File: config.mk
export PLATFORM = sky130hd
export DESIGN_NAME = mf8_ifetch
export DESIGN_NICKNAME = d
export VERILOG_FILES = /design/src/rtl/mf8_ifetch.sv
export SDC_FILE = /design/constraint.sdc
export NUM_CORES = 1
export LEC_CHECK = 0
export CORE_ASPECT_RATIO = 0.8
export CORE_MARGIN = 1
export CORE_UTILIZATION = 30
export DETAILED_ROUTE_END_ITERATION = 12
export GPL_ROUTABILITY_DRIVEN = 1
export PLACE_DENSITY_LB_ADDON = 0.2
export SLEW_MARGIN = 20
export SYNTH_ARGS = -nofsm -noshare
export SYNTH_HDL_FRONTEND = slang
export SYNTH_SLANG_ARGS = --single-unit
File: constraint.sdc
create_clock -name Clk -period 3 [get_ports Clk]
set_input_delay 0.45 -clock Clk [delete_from_list [all_inputs] [get_ports Clk]]
set_output_delay 0.45 -clock Clk [all_outputs]
set_load 0.01 [all_outputs]
File: src/rtl/mf8_ifetch.sv
// mf8 instruction fetch buffer: tracks one in-flight ROM read and queues returned
// words in a 2-entry FIFO, pausing the PC sequencer so the FIFO cannot overflow.
module mf8_ifetch (
  input  logic        Clk,
  input  logic        Reset,
  input  logic [11:0] NPC,
  output logic [11:0] ROM_Addr,
  input  logic [15:0] ROM_Data,
  input  logic        Flush,
  input  logic        Stall,
  output logic [15:0] Inst,
  output logic [11:0] Inst_PC,
  output logic        Inst_Valid,
  output logic        Pause
);

  localparam logic [1:0] EMPTY = 2'd0;
  localparam logic [1:0] PART  = 2'd1;
  localparam logic [1:0] FULL  = 2'd2;

  logic [1:0]  count;
  logic        inf;
  logic [11:0] inf_pc;
  logic [11:0] pc0;
  logic [11:0] pc1;
  logic [15:0] word0;
  logic [15:0] word1;

  logic        consume;
  logic        push;
  logic        pop;
  logic [2:0]  occupancy;

  always_comb begin
    ROM_Addr   = Reset ? '0 : NPC;
    Inst_Valid = ~Reset & (count != EMPTY);
    Inst       = Reset ? '0 : word0;
    Inst_PC    = Reset ? '0 : pc0;
    consume    = Inst_Valid & ~Stall;
    // A flush empties the FIFO outright, so neither a capture nor a pop applies.
    push       = inf & ~Flush;
    pop        = consume & ~Flush;
    occupancy  = {1'b0, count} + {2'b00, inf} - {2'b00, consume};
    Pause      = ~Reset & ~Flush & (occupancy >= 3'd2);
  end

  always_ff @(posedge Clk) begin
    if (Reset) begin
      count  <= EMPTY;
      inf    <= 1'b1;
      inf_pc <= '0;
      pc0    <= '0;
      pc1    <= '0;
      word0  <= '0;
      word1  <= '0;
    end else begin
      inf    <= ~Pause | Flush;
      inf_pc <= NPC;
      if (Flush) begin
        count <= EMPTY;
      end else begin
        case ({push, pop})
          2'b11: begin
            if (count == FULL) begin
              pc0   <= pc1;
              word0 <= word1;
              pc1   <= inf_pc;
              word1 <= ROM_Data;
            end else begin
              pc0   <= inf_pc;
              word0 <= ROM_Data;
            end
          end
          2'b10: begin
            if (count == EMPTY) begin
              pc0   <= inf_pc;
              word0 <= ROM_Data;
              count <= PART;
            end else begin
              pc1   <= inf_pc;
              word1 <= ROM_Data;
              count <= FULL;
            end
          end
          2'b01: begin
            pc0   <= pc1;
            word0 <= word1;
            count <= (count == FULL) ? PART : EMPTY;
          end
          default: ;
        endcase
      end
    end
  end

  fifo_no_overflow: assert property (@(posedge Clk) !(~Reset && push && !pop && count == FULL));

endmodule

### Word-level counts from Yosys, hierarchy flattened

Index checks and enable logic that the tools add are counted.

* bits in registers: 71
* input bits: 32
* word-level logic and storage cells: 54
* output and inout bits: 42

* muxes and demuxes: 18
* reductions and logical operators: 8
* $lt $le $gt $ge: 1
* add/subtract/negate cells: 2
* equality and inequality tests: 7
* bitwise operators: 11

Operator list (number)
* two-way mux 16 bit: 5
* two-way mux 12 bit: 6
* case mux 16 bit (3 select lines): 1
* case mux 12 bit (3 select lines): 1
* case mux 16 bit (2 select lines): 1
* case mux 12 bit (2 select lines): 1
* AND 1 bit: 6
* equality test 2 bit, second input constant: 3
* inequality test 2 bit, second input constant: 3
* nonzero test 2 bit: 3
* NOT 1 bit: 4
* case mux 2 bit (2 select lines): 1
* AND reduction 4 bit: 1
* adder 2 x 1 -> 3 bit: 1
* greater-or-equal comparator 3 x 2 -> 1 bit, second input constant: 1
* AND reduction 3 bit: 1
* nonzero test 3 bit: 1
* subtractor 3 x 1 -> 3 bit: 1
* equality test 2 x 1 -> 1 bit, second input constant: 1
* logical NOT 2 bit: 1
* two-way mux 2 bit: 1
* OR reduction 2 bit: 1
* two-way mux 1 bit: 1
* OR 1 bit: 1

### Longest topological paths before layout

Gate-level depths: netlist of run 1.

* depth in word-level cells: 8
* gate-level depth with buffers: 11
* depth with buffers taken out: 8

### Least setup slack after synthesis of run 1

No wires, ideal clock.

* kind: input port to output port
* start: input Reset
* end: output Pause
* data arrival time: 2465 ps
* path slack: 85 ps
* stages on the path: 9
* buffers on the path: 3
* data required time: 2550 ps
* cell sequence: clkbuf_1 > clkbuf_1 > buf_1 > nor3_1 > ha_1 > nor2b_1 > fa_1 > o21ai_0 > inv_1

* word-level cells in the longest chain between the ends: 6
* elaborated cells between the ends (all ways): 7
* those cells by class: add/sub: 1; order compare: 1; bitwise: 5

Ends and longest elaborated chain
* start: declaration: line 5 `input logic Reset,`
* NOT 1 bit *: line 36, 44
* AND 1 bit: line 36 `Inst_Valid = ~Reset & (count != EMPTY);`
* AND 1 bit: line 39 `consume = Inst_Valid & ~Stall;`
* subtractor 3 x 1 -> 3 bit: line 43 `occupancy = {1'b0, count} + {2'b00, inf} - {2'b00, consume};`
* greater-or-equal comparator 3 x 2 -> 1 bit: line 44 `Pause = ~Reset & ~Flush & (occupancy >= 3'd2);`
* AND 1 bit *: line 44
* end: declaration: line 14 `output logic Pause`

Mark *: on every way between the ends. The rest lies on a longest branch, timed or not.

### Worst setup path after layout of run 1

* start: input Stall
* end: output Pause

* word-level cells in the longest chain between the ends: 5

Ends and longest elaborated chain
* start: declaration: line 10 `input logic Stall,`
* NOT 1 bit: line 39
* AND 1 bit: line 39
* subtractor 3 x 1 -> 3 bit: line 43
* greater-or-equal comparator 3 x 2 -> 1 bit: line 44
* AND 1 bit: line 44

Every way passes these cells.

==> results.md, run 1 <==
* Maximum number of pins on one net before global-route repair at 73
* Hold bufs inserted after CTS at 0
* Count of synthesis-stage warnings from yosys at 0
* Via count of the first global-routing pass at 3,576
* WHS at 0.490 ns
* Post-synthesis instance area at 0.00361 sq mm
* H-tree Lvls at 3
* Post-layout utilization of the core at 41.3%
* Final count of hold timing violations at 0
* Pwr Density at 477 mW/mm^2
* Count of state elements after synthesis at 71
* Area enclosed by the die boundary at 0.0125 sq mm
* Highest layer used for signal routing: met4
* Routability-driven placement congestion ratio at 0.763
* Area inside the core boundary at 0.0116 sq mm
* Headroom to the max-slew limit at 46.8%
* TritonCTS clock tree: yes
* Number of instances in the synthesized netlist at 420
* Predominant post-synthesis flop cell: dfxtp_1
* Initial antenna violation count at 0
* Die height at 100 microns
* Maximum capacitance violations at 0
* Post-route fraction of the period consumed by the critical path at 95.1%
* Area after DPL at 0.00453 sq mm
* Pre-CTS worst setup slack at -0.200 ns
* Arrival @ worst endpoint at 2.40 ns
* Worst min-delay path startpoint: inf_pc[0]
* Longest Clk Path Bufs at 2
* Average cell area after synthesis at 8.60 sq um
* Share of final-layout standard cells stronger than drive strength 1 at 8.85%
* Routed length on met2 at 5.16 mm
* Clock input transition at the sequential cells of the worst setup and hold paths at 0.06 ns
* Sequential area share after synthesis at 39.4%
* Placed wire-length estimate after detailed placement at 6.92 mm
* Per-cell routed wire length at 18.0 microns
* IR Drop Worst-Case VDD at 0.000311 V
* Synth area leader: dfxtp_1
* Top Ports at 74
* Total negative slack for setup checks at 0 ns
* Met3 WL at 842 microns
* Worst-path cell with the longest stage delay: fa_1
* Number of routed nets with antenna violations at 0
* Synth top area share at 39.4%
* Residual DRC count at 0
* Clk sinks at 71
* Chain of cells forming the critical path: clkdlybuf4s50_1 -> nor3_2 -> ha_1 -> nor2b_1 -> fa_1 -> o21ai_2 -> inv_1 -> dlygate4sd2_1
* Post-route cell area at 0.00480 sq mm
* Die W at 125 microns
* Required time at the endpoint of the critical path at 2.55 ns
* Top area cells in the synthesized netlist: dfxtp_1, o21ai_0, nor2b_1
* Starting utilization of the core area at 31.1%
* Worst-case register-to-register setup slack at 0.60 ns
* Clock latency reported for the late side of the worst-skew pair at 0.33 ns
* Number of enable flip-flop cells after synthesis at 0
* Total iterations of the first detailed-routing run at 4
* Input/output buffers at 73
* Min setup slack post-route at 0.146 ns
* Fmax achieved at 350 MHz
* First DRT Iteration DRCs at 268
* # nets final at 520
* Tot GR Track Use at 19.3%
* Global-route wire length before repair at 18.9 mm
* Run status: finished, final reports clean
* Clock root buffer master: clkbuf_16
* Critical path startpoint category: primary input
* # fillers at 1,163
* Cts bufs inserted at 9
* Unrepaired setup endpoints after global routing: false
* Site row count at 35
* Worst-Margin Slew at 0.798 ns
* Largest incremental delay on the critical path at 0.45 ns
* Total number of vias at 3,549
* Endpoint of the lowest-slack register-to-register path: pc0[1]
* Total overflow reported by the global router at 0
* Synth-to-Final Area Change at 32.8%
* Drt via density at 5.60
* Crit Path Max Fanout at 2
* Hold Path Cell Cnt at 2
* Most frequent cell after synthesis: dfxtp_1
* Ranking of synthesized cells by instance count: dfxtp_1, o21ai_0, nor2b_1
* Start-to-end type of the worst setup path: primary input to output pin
* Clock skew after layout at 0.00465 ns
* Number of diodes at 0
* Synthesized net count at 458
* FF-to-FF path depth at 10
* Proportion of register bits with asynchronous set or reset after synthesis at 0%
* Setup-failing EPs final at 0
* Pins over their slew limit at 0
* Critical Path End Type: output pin
* Wire length after detailed routing at 11.4 mm
* Leak at 0.00177 uW
* Source of the worst register-to-register timing path: count[1]
* Endpoint of the worst hold-timing path: pc1[0]
* Post-layout min period at 2.85 ns
* Hold WC Path Type: flop to flop
* Met1 Wirelength at 5.26 mm
* Count of cell types in the netlist at 33
## registers in the layout, summed over array words and instances (netlist names)
signal  flops
pc1        12
pc0        12
inf         1
inf_pc     12
word1      16
count       2
word0      16
## cell families after synthesis
| kind of cell | after synthesis | synth area share [%] |
|---|---|---|
| compound gates | 177 | 31.9 |
| flops | 71 | 39.4 |
| simple gates | 108 | 19.4 |
| fa+ha+maj | 6 | 2.29 |
| xor+xnor | 2 | 0.485 |
| buf+inv | 56 | 6.62 |
## report_power, final
part,leakage [uW],switching [uW],internal (uW)
Sequential,0.000579,15.0,980
Clock,0.000127,376,577
Combinational,0.00106,185,156
Total,0.00177,576,1710
## worst max-delay path, delay by kind of cell
kind,cells,cell delay (ns)
buf+inv,3,0.75
fa+ha+maj,2,0.70
simple gates,2,0.31
compound gates,1,0.19
## placed cells by master, fill, tap and decap left out, types with 2 or more instances in the layout
| cell type | n |
|---|---|
| a211oi_1 | 28 |
| a21oi_1 | 29 |
| a221oi_1 | 28 |
| and3b_1 | 28 |
| buf_4 | 26 |
| clkbuf_1 | 4 |
| clkbuf_16 | 9 |
| clkdlybuf4s50_1 | 71 |
| dfxtp_1 | 71 |
| ha_1 | 5 |
| inv_1 | 7 |
| nand2b_1 | 2 |
| nand3_1 | 28 |
| nor2_1 | 3 |
| nor2b_1 | 41 |
| o21ai_0 | 54 |
| o21ai_1 | 2 |
| o31ai_1 | 28 |
| or3_1 | 2 |
## through the flow
stage                     power, uW  instances
final                          2290        634
after global routing           2400        634
after detailed placement       1350        619
after global placement         1350        619
after CTS                      2310        634
after floorplan                1190        420
## area by class of cell
class / instances / area (sq um) / share of cell area, %
Tap cell: 148 / 185 / 3.86
Timing Repair Buffer: 100 / 940 / 19.6
Sequential cell: 71 / 1420 / 29.6
Clock inverter: 1 / 5.00 / 0.104
Multi-Input combinational cell: 293 / 1970 / 41.0
Inverter: 7 / 26.3 / 0.548
Clock buffer: 14 / 254 / 5.29
## worst max-delay path by stage
stage | slack, ns | startpoint | endpoint | cells past startpoint
global placement | -0.06 | Stall | Pause | 8
detailed placement | -0.20 | Stall | Pause | 8
CTS | 0.13 | Stall | Pause | 8
finish | 0.15 | Stall | Pause | 8
global route | 0.003 | Stall | Pause | 8
floorplan | 0.08 | Reset | Pause | 9
## routing by layer
metal | track usage (%) | vias to the layer above
met5 | 0 | -
met4 | 6.12 | 0
met3 | 4.42 | 11
met2 | 31.2 | 141
met1 | 25.6 | 1700
li1 | - | 1697
## repair_timing
action                                  CTS  global route
endpoints found under the setup margin    1             0
endpoints found under the hold margin     0             0
setup buffers                             0             0
gates resized for setup                   4             0
(Power assumes the default switching activity.)
==> run 2, diff against run 1 <==
CAP_MARGIN = 20   (was default)
==> results of run 2 <==
Final layout, timing and power as in run 1 (identical DEF).
==> run 3, diff against run 2 <==
MAX_ROUTING_LAYER = met4   (was default)
==> run 3 against run 2 <==
Against the previous run:
- final cell count stayed put
- setup slack worse by 0.0065 ns
- via count is 1.5% higher
- critical path depth stayed put
- worst hold slack worse by 0.0021 ns
- global-route usage is 0.63 points higher
- highest routed layer unchanged
- non-clock buffer count stayed put
==> results.md, run 3 (same netlist as run 1, synthesis figures left out) <==
* Area enclosed by the die boundary at 0.0125 sq mm (unchanged)
* Number of diodes at 0 (unchanged)
* Area inside the core boundary at 0.0116 sq mm (unchanged)
* First DRT Iteration DRCs at 267 (-0.37%)
* Internal Power at 1710 uW (about the same)
* Number of routed nets with antenna violations at 0 (unchanged)
* Total number of vias at 3,601 (+1.5%)
* Critical path startpoint category: primary input
* Share of total power in sequential cells at 43.4% (about the same)
* Hold Path Cell Cnt at 2 (unchanged)
* Longest Clk Path Bufs at 2 (unchanged)
* Share of total power in combinational logic at 14.9% (about the same)
* Number of standard cells in the layout, taps in and fillers out at 634 (unchanged)
* Placed wire-length estimate after detailed placement at 6.92 mm (unchanged)
* Post-cts gate resize count at 4 (unchanged)
* Clock skew after layout at 0.00421 ns (-0.000440 ns)
* Global-route wire length before repair at 18.9 mm (about the same)
* Via count of the first global-routing pass at 3,574 (-0.056%)
* Arrival @ worst endpoint at 2.41 ns (about the same)
* Starting utilization of the core area at 31.1% (unchanged)
* Crit Path Max Fanout at 2 (unchanged)
* Clock input transition at the sequential cells of the worst setup and hold paths at 0.05 ns (about the same)
* Worst-Margin Slew at 0.808 ns (+0.00940 ns)
* Post-route fraction of the period consumed by the critical path at 95.4% (+0.22 points)
* Required time at the endpoint of the critical path at 2.55 ns (about the same)
* Cts bufs inserted at 9 (unchanged)
* Total overflow reported by the global router at 0 (unchanged)
* Area of combinational cells with multiple inputs at 0.00197 sq mm (unchanged)
* IR Drop Worst-Case VDD at 0.000310 V (about the same)
* Post-layout utilization of the core at 41.3% (unchanged)
* Post-layout min period at 2.86 ns (+0.00646 ns)
* Sequential cell area at 0.00142 sq mm (unchanged)
* Placed cell count at 619 (unchanged)
* Site row count at 35 (unchanged)
* Maximum capacitance violations at 0 (unchanged)
* Setup-failing EPs final at 0 (unchanged)
* Post-route cell area at 0.00480 sq mm (unchanged)
* Clock latency reported for the late side of the worst-skew pair at 0.33 ns (about the same)
* Clk sinks at 71 (unchanged)
* Total power of the final layout at 2290 uW (+0.11%)
* Run status: finished, final reports clean
* WHS at 0.488 ns (-0.00209 ns)
* Worst min-delay path startpoint: pc1[9]
* Source of the worst register-to-register timing path: count[1]
* Drt via density at 5.68 (+1.5%)
* Synth-to-Final Area Change at 32.8% (unchanged)
* Hold bufs inserted after CTS at 0 (unchanged)
* # fillers at 1,163 (unchanged)
* H-tree Lvls at 3 (unchanged)
* TritonCTS clock tree: yes
* Clk pwr share at 41.6% (about the same)
* Share of final-layout standard cells stronger than drive strength 1 at 8.85% (unchanged)
* Final count of hold timing violations at 0 (unchanged)
* Initial antenna violation count at 0 (unchanged)
* Input/output buffers at 73 (unchanged)
* Pwr Density at 478 mW/mm^2 (+0.11%)
* Critical Path End Type: output pin
* Number of post-CTS setup repair buffers at 0 (unchanged)
* Residual DRC count at 0 (unchanged)
* Hold WC Path Type: flop to flop
* Pins over their slew limit at 0 (unchanged)
* Die height at 100 microns (unchanged)
* Maximum number of pins on one net before global-route repair at 73 (unchanged)
* Largest registers: word0 x16, word1 x16
* Total iterations of the first detailed-routing run at 5 (+1)
* Die W at 125 microns (unchanged)
* Per-cell routed wire length at 18.2 microns (+1.1%)
* Worst-case register-to-register setup slack at 0.61 ns (about the same)
* Top Ports at 74 (unchanged)
* # nets final at 520 (unchanged)
* Tot GR Track Use at 19.9% (+0.63 points)
* Sw frac at 25.2% (+0.089 points)
* Area after DPL at 0.00453 sq mm (unchanged)
* FF-to-FF path depth at 10 (unchanged)
* Endpoint of the worst hold-timing path: pc1[9]
* Endpoint of the lowest-slack register-to-register path: pc0[9]
* Switching power at 578 uW (+0.47%)
* Wire length after detailed routing at 11.5 mm (+1.1%)
* Headroom to the max-slew limit at 46.2% (-0.63 points)
* Start-to-end type of the worst setup path: primary input to output pin
* Leading cell types in the layout, fill and taps excluded: dfxtp_1, clkdlybuf4s50_1, o21ai_0
* Clock root buffer master: clkbuf_16
* Routability-driven placement congestion ratio at 0.773 (+1.3%)
* Leak at 0.00177 uW (unchanged)
* Unrepaired setup endpoints after global routing: false
* Fmax achieved at 350 MHz (-0.23%)
-- run 3: power by group through the flow --
| stage | Sequential (uW) | Clock, uW | Combinational (uW) |
|---|---|---|---|
| final | 995 | 954 | 342 |
| after CTS | 995 | 974 | 343 |
| after detailed placement | 1010 | 0 | 339 |
| after global placement | 1010 | 0 | 337 |
| after global routing | 999 | 1030 | 373 |
| after floorplan | 1010 | 0 | 182 |
-- run 3: final cells by class --
class	instances	area share [%]
multi-input cells	293	41.0
clock inverters	1	0.104
inverters	7	0.548
clock buffers	14	5.29
repair buffers	100	19.6
flip-flops and latches	71	29.6
well taps	148	3.86
-- run 3: how the worst max path moves through the flow --
stage	startpoint	to	slack (ns)	depth (start not counted)
global route	Stall	Pause	0.003	8
detailed placement	Stall	Pause	-0.20	8
global placement	Stall	Pause	-0.06	8
floorplan	Reset	Pause	0.08	9
finish	Stall	Pause	0.14	8
CTS	Stall	Pause	0.13	8
-- run 3: critical path: stages --
cell	delay (ns)
clkdlybuf4s50_1	0.43
nor3_2	0.18
ha_1	0.25
nor2b_1	0.14
fa_1	0.45
o21ai_2	0.19
inv_1	0.05
dlygate4sd2_1	0.27
-- run 3: metal layers --
metal,track usage [%],share of wire [%],up-vias
li1,-,-,1701
met1,25.7,47,1746
met2,31.2,45,142
met3,4.48,6.1,12
met4,6.12,1.2,0
met5,-,0,-
-- run 3: per-stage QoR --
step | setup TNS, ns | setup slack [ns]
CTS | 0 | 0.135
global route | 0 | 0.00271
global placement | -0.0608 | -0.0608
detailed placement | -0.200 | -0.200
floorplan | 0 | 0.0848
finish | 0 | 0.139
